**config.mk**
```make
export PLATFORM = sky130hd
export DESIGN_NAME = tdm_link_sched
export DESIGN_NICKNAME = d
export VERILOG_FILES = /design/src/rtl/tdm_pkg.sv /design/src/rtl/tdm_link_sched_rr_arb4.sv /design/src/rtl/tdm_link_sched.sv
export SDC_FILE = /design/constraint.sdc
export NUM_CORES = 1
export LEC_CHECK = 0
export ABC_AREA = 1
export ABC_CLOCK_PERIOD_IN_PS = 4000
export CAP_MARGIN = 0
export CORE_UTILIZATION = 52
export CTS_CLUSTER_SIZE = 40
export DETAILED_ROUTE_END_ITERATION = 8
export GPL_TIMING_DRIVEN = 0
export PLACE_DENSITY = 0.86
export SETUP_SLACK_MARGIN = 0.02
export SLEW_MARGIN = 20
export SYNTH_ARGS = -nofsm -noshare
export SYNTH_HDL_FRONTEND = slang
export SYNTH_HIERARCHICAL = 1
export SYNTH_SLANG_ARGS = --single-unit
```
**constraint.sdc**
```tcl
create_clock -name clk -period 4 [get_ports clk]
set_clock_uncertainty 0.1 [all_clocks]
set_input_delay 0.8 -clock clk [delete_from_list [all_inputs] [get_ports clk]]
set_output_delay 0.8 -clock clk [all_outputs]
set_load 0.01 [all_outputs]
```
**src/rtl/tdm_pkg.sv**
```systemverilog
// Shared types for the TDM link scheduler.
// Lane indices, FSM states and the one-hot lane helper.
package tdm_pkg;

  localparam int NLANES = 4;
  localparam int SELW   = 2;

  typedef logic [SELW-1:0] lane_t;

  typedef enum logic [1:0] {
    IDLE,
    SHIFT,
    DONE
  } state_t;

  function automatic logic [NLANES-1:0] lane_oh(lane_t l);
    lane_oh = 4'b0001 << l;
  endfunction

endpackage

```
**src/rtl/tdm_link_sched_rr_arb4.sv**
```systemverilog
// Round-robin arbiter over four lanes.
// Grants the first requesting lane at or after ptr, wrapping 3->0.
module rr_arb4
  import tdm_pkg::*;
(
  input  logic [3:0] req,
  input  logic [1:0] ptr,
  output logic [1:0] gnt_idx,
  output logic       any
);

  lane_t idx;

  // Scan from the farthest offset down so the nearest hit wins.
  always_comb begin
    gnt_idx = '0;
    any     = 1'b0;
    idx     = '0;
    for (int i = NLANES - 1; i >= 0; i--) begin
      idx = ptr + lane_t'(i);
      if (req[idx]) begin
        gnt_idx = idx;
        any     = 1'b1;
      end
    end
  end

endmodule

```
**src/rtl/tdm_link_sched.sv**
```systemverilog
// Time-division scheduler for a shared 1-bit mux/demux link.
// Serializes granted words LSB-first and rebuilds returned bits.
module tdm_link_sched
  import tdm_pkg::*;
#(
  parameter int WIDTH = 8
) (
  input  logic                  clk,
  input  logic                  rst_n,
  input  logic [3:0]            req_valid,
  input  logic [4*WIDTH-1:0]    req_data,
  output logic [3:0]            req_ready,
  output logic [1:0]            sel,
  output logic [3:0]            mux_in,
  input  logic [3:0]            demux_out,
  output logic [4*WIDTH-1:0]    rx_data,
  output logic [3:0]            rx_valid,
  output logic                  busy,
  output logic                  link_err
);

  localparam int CW = $clog2(WIDTH);
  localparam logic [CW-1:0] LAST = CW'(WIDTH - 1);

  state_t               state_q;
  state_t               state_d;
  lane_t                ptr_q;
  lane_t                sel_q;
  lane_t                gnt;
  logic                 any;
  logic [CW-1:0]        cnt_q;
  logic [WIDTH-1:0]     shreg_q;
  logic [WIDTH-1:0]     rx_shreg_q;
  logic [WIDTH-1:0]     rx_next;
  logic [4*WIDTH-1:0]   rx_data_q;
  logic [3:0]           rx_valid_q;
  logic                 link_err_q;
  logic [3:0]           sel_oh;

  rr_arb4 u_arb (
    .req     (req_valid),
    .ptr     (ptr_q),
    .gnt_idx (gnt),
    .any     (any)
  );

  assign sel_oh  = lane_oh(sel_q);
  assign rx_next = {demux_out[sel_q], rx_shreg_q[WIDTH-1:1]};

  always_ff @(posedge clk or negedge rst_n) begin
    if (!rst_n) begin
      state_q <= IDLE;
    end else begin
      state_q <= state_d;
    end
  end

  always_comb begin
    state_d = state_q;
    unique case (state_q)
      IDLE:    if (any) state_d = SHIFT;
      SHIFT:   if (cnt_q == LAST) state_d = DONE;
      DONE:    state_d = IDLE;
      default: state_d = IDLE;
    endcase
  end

  // The last shifted bit is folded straight into rx_data so the
  // word and its rx_valid pulse are both visible during DONE.
  always_ff @(posedge clk or negedge rst_n) begin
    if (!rst_n) begin
      ptr_q      <= '0;
      sel_q      <= '0;
      cnt_q      <= '0;
      shreg_q    <= '0;
      rx_shreg_q <= '0;
      rx_data_q  <= '0;
      rx_valid_q <= '0;
      link_err_q <= 1'b0;
    end else begin
      rx_valid_q <= '0;
      unique case (state_q)
        IDLE: begin
          if (any) begin
            sel_q   <= gnt;
            shreg_q <= req_data[int'(gnt)*WIDTH +: WIDTH];
            cnt_q   <= '0;
          end
        end
        SHIFT: begin
          shreg_q    <= shreg_q >> 1;
          rx_shreg_q <= rx_next;
          cnt_q      <= cnt_q + 1'b1;
          if ((demux_out & ~sel_oh) != 4'b0000) begin
            link_err_q <= 1'b1;
          end
          if (cnt_q == LAST) begin
            rx_data_q[int'(sel_q)*WIDTH +: WIDTH] <= rx_next;
            rx_valid_q[sel_q] <= 1'b1;
          end
        end
        DONE: begin
          ptr_q <= sel_q + lane_t'(1);
        end
        default: ;
      endcase
    end
  end

  always_comb begin
    req_ready = '0;
    mux_in    = '0;
    if (state_q == IDLE && any) begin
      req_ready = lane_oh(gnt);
    end
    if (state_q == SHIFT) begin
      mux_in = sel_oh & {4{shreg_q[0]}};
    end
  end

  assign sel      = sel_q;
  assign rx_data  = rx_data_q;
  assign rx_valid = rx_valid_q;
  assign busy     = (state_q != IDLE);
  assign link_err = link_err_q;

endmodule

```
==> summary.txt <==
Clock tree
  • Clock slew seen by the registers of the worst setup and hold paths: 0.06 ns
  • Post-CTS Setup Inserts: 0
  • TritonCTS Buffers: 9
  • Number of levels in the clock H-tree: 3
  • TritonCTS Sinks: 61
  • Maximum buffer depth of the clock tree: 2
  • CTS tree: done
  • Root buffer cell: clkbuf_8
  • Clock Latency Late Sink: 0.33 ns

Worst setup path
  • R2R Setup Slk: 1.85 ns
  • Buffers & Inverters on Critical Path: 5
  • Arrival time at the worst endpoint: 2.95 ns
  • Number of cells on the worst reg-to-reg path: 15
  • Top cell family by delay on the critical path: buffers and inverters
  • Critical Path Source Type: input port
  • Maximum single-stage delay on the critical path: 0.54 ns
  • CP Max Fanout: 10
  • Slowest-stage cell, CP: clkdlybuf4s50_1
  • Launch point of the worst reg-to-reg path: ptr_q[0]
  • Critical path start-end classification: in -> out
  • R2R Path End: shreg_q[3]
  • Data required time at the worst endpoint: 3.10 ns
  • Cell breakdown of the critical path: clkdlybuf4s50_1, inv_1, nand2_1, and2_4, inv_1, nand3_1, nand3_2, clkbuf_4, nand2_1, nor2_1, clkdlybuf4s50_1
  • Category of the worst setup path capture point: primary output

Synthesis
  • Number of synthesized register bits: 61
  • Cell types occupying the most area after synthesis: dfrtp_1 (48%), nand2_1 (17%), nand3_1 (8.7%), inv_1 (4.4%), ha_1 (3.5%)
  • Number of warnings printed during yosys synthesis: 6
  • Most numerous cell types in the synthesized netlist: nand2_1 (142), dfrtp_1 (61), nand3_1 (56)
  • Number of standard cells after synthesis: 413
  • Count leader, synth: nand2_1
  • Fraction of registers with async set/reset: 100%
  • Sequential-to-total area share from yosys stat: 47.5%
  • Mean Syn Cell Area: 7.78 um2
  • Cell type contributing the most total cell area after synthesis: dfrtp_1
  • Cell area after technology mapping: 3210 um2
  • Share of the synthesized area in the top cell type: 47.5%
  • Count of flip-flops with a built-in enable after synthesis: 0
  • Ys flop type: dfrtp_1
  • Synthesized net count: 464
  • Count of different cell masters after synthesis: 26

GRT
  • Layer with the highest usage after global routing: met2
  • Met1 usage in global routing: 33.1%
  • Aggregate global-route resource usage: 27.5%
  • Met3 global-route usage: 7.05%
  • Via count of the first global-routing pass: 3028
  • Largest net degree at the start of global routing: 62
  • Initial antenna violation count: 0
  • Remaining Overflow, GRT: 0
  • Global-route wire length before repair: 13.4 mm
  • Fraction of met2 tracks used by global routing: 47.2%

STA
  • Final number of setup-violating endpoints: 0
  • Final worst slack: 0.146 ns
  • Fmax: 0.259 GHz
  • Slew at the pin closest to its max-slew limit: 0.748 ns
  • Final worst path period share: 96.4%
  • Relative slew slack: 50.1%
  • Final critical path time including I/O delays and setup: 3.85 ns
  • Setup TNS: 0 ns
  • Number of failing hold endpoints at the final stage: 0
  • RSZ-0062 raised after global routing: false
  • Final Max Slew Viols: 0

Power
  • Power density normalized to cell area: 669 nW/um2
  • Leak Pwr: 0.00217 uW
  • VDD IR-drop max: 0.000425 V

Route
  • Via density: 5.23
  • DR WL/cell: 14.2 um
  • Detailed Route WL: 8.41 mm
  • Initial detailed-routing violation count: 285
  • Via count: 3099
  • Number of detailed-routing iterations run before antenna repair: 5
  • DRC Markers: 0
  • Number of routed nets with antenna violations: 0

Cells and area
  • Post-route insts no fill: 592
  • Final net count: 563
  • # diodes: 0
  • Fraction of final layout cells with drive strength greater than 1: 11.4%
  • Synthesis-to-finish area growth: 37.4%

Die
  • Die extent in x: 80.6 um
  • Number of ports placed on the die boundary: 90
  • Rows: 28
  • Die area: 6490 um2
  • Core Area: 5960 um2
  • Initial core utilization: 53.9%
  • Height of the die: 80.6 um

Min path
  • Depth of the worst hold-timing path: 2
  • Hold Path Sink: rx_data[18]
  • Class of the tightest hold or removal check: reg -> reg
  • Start point of the worst min-delay path: rx_data[18]

Flow run
  • Max-capacitance violation count: 0

Place
  • Placed insts: 577
  • Weighted congestion reported at the end of routability-driven placement: 0.816
  • Setup slack after placement: -0.0523 ns
  • Number of I/O port buffers: 89
  • Half-perimeter wire length of the detailed placement result: 6.08 mm

Status
  • Result of the run: finished, final reports clean
## tightest hold or removal path, cell delays in order, from the launching register on
cell	delay, ns
dfrtp_1	0.34
nand2_1	0.05
nand2_1	0.06
## cells in the final DEF, fill, tap and decap left out, drive strengths merged
cell type,n
ha,9
nand2,149
dlymetal6s2s,2
nand4,3
a21oi,8
clkdlybuf4s50,86
nand3,57
nor3,5
o22ai,2
or2,1
buf,10
bufinv,1
clkinvlp,1
nor2,24
inv,46
and2,1
o21ai,31
clkbuf,15
clkinv,4
o21bai,1
dfrtp,61
## state kept, by name, indices dropped and copies added (netlist names)
| signal | cells |
|---|---|
| sel | 2 |
| link_err | 1 |
| rx_data | 32 |
| rx_shreg_q | 7 |
| cnt_q | 3 |
| rx_valid | 4 |
| state_q | 2 |
| shreg_q | 8 |
| ptr_q | 2 |
## metal layers
metal | wire length (um) | vias to the layer above
li1 | - | 1511
met1 | 3470 | 1444
met2 | 4250 | 123
met3 | 483 | 21
met4 | 199 | 0
met5 | 0 | -
## metrics by stage
stage | hold WS, ns | total power [uW] | area (um2) | util, %
floorplan | 0.346 | 1870 | 3210 | -
global placement | 0.360 | 2310 | 4200 | 70.5
detailed placement | 0.367 | 2380 | 4190 | 70.4
CTS | 0.384 | 2910 | 4380 | 73.6
global route | 0.407 | 3190 | 4410 | 74.1
finish | 0.380 | 2950 | 4410 | 74.1
## layout make-up
| cell class | instances | area (um2) |
|---|---|---|
| inverter | 47 | 183 |
| clock inverter | 5 | 50.0 |
| fill | 441 | 1540 |
| timing repair buffer | 89 | 893 |
| tap | 75 | 93.8 |
| sequential | 61 | 1530 |
| buffer | 13 | 82.6 |
| multi-input combinational | 291 | 1440 |
| clock buffer | 11 | 141 |
## cell families after synthesis
kind of cell	synth area share (%)
AND/OR/NAND/NOR	34.0
flip-flops	47.5
buffers and inverters	7.99
AO/OA/AOI/OAI	6.93
adder cells (fa/ha/maj)	3.51
## where the power goes
part	leakage, uW	internal, uW	total (uW)	switching [uW]
clock	0.000103	300	524	224
sequential	0.000794	784	918	133
combinational	0.00127	576	1510	933
total	0.00217	1660	2950	1290
## worst max-delay path by stage
stage,from,to,slack (ns),depth (start not counted)
after floorplan,req_valid[1],req_ready[2],1.10,10
after global placement,req_valid[3],req_ready[2],-0.02,12
after detailed placement,req_valid[1],req_ready[1],-0.05,15
after CTS,req_valid[3],req_ready[1],0.04,12
after global routing,req_valid[3],req_ready[3],0.02,13
final,req_valid[1],req_ready[2],0.15,11
## what timing repair did
action / 4_1_cts / 5_1_grt
resized for setup: 1 / 10
endpoints found under the setup margin: 3 / 4
hold endpoints to repair: 0 / 0
hold buffers: 0 / 0
No activity file was read; power rests on OpenSTA's default activity.
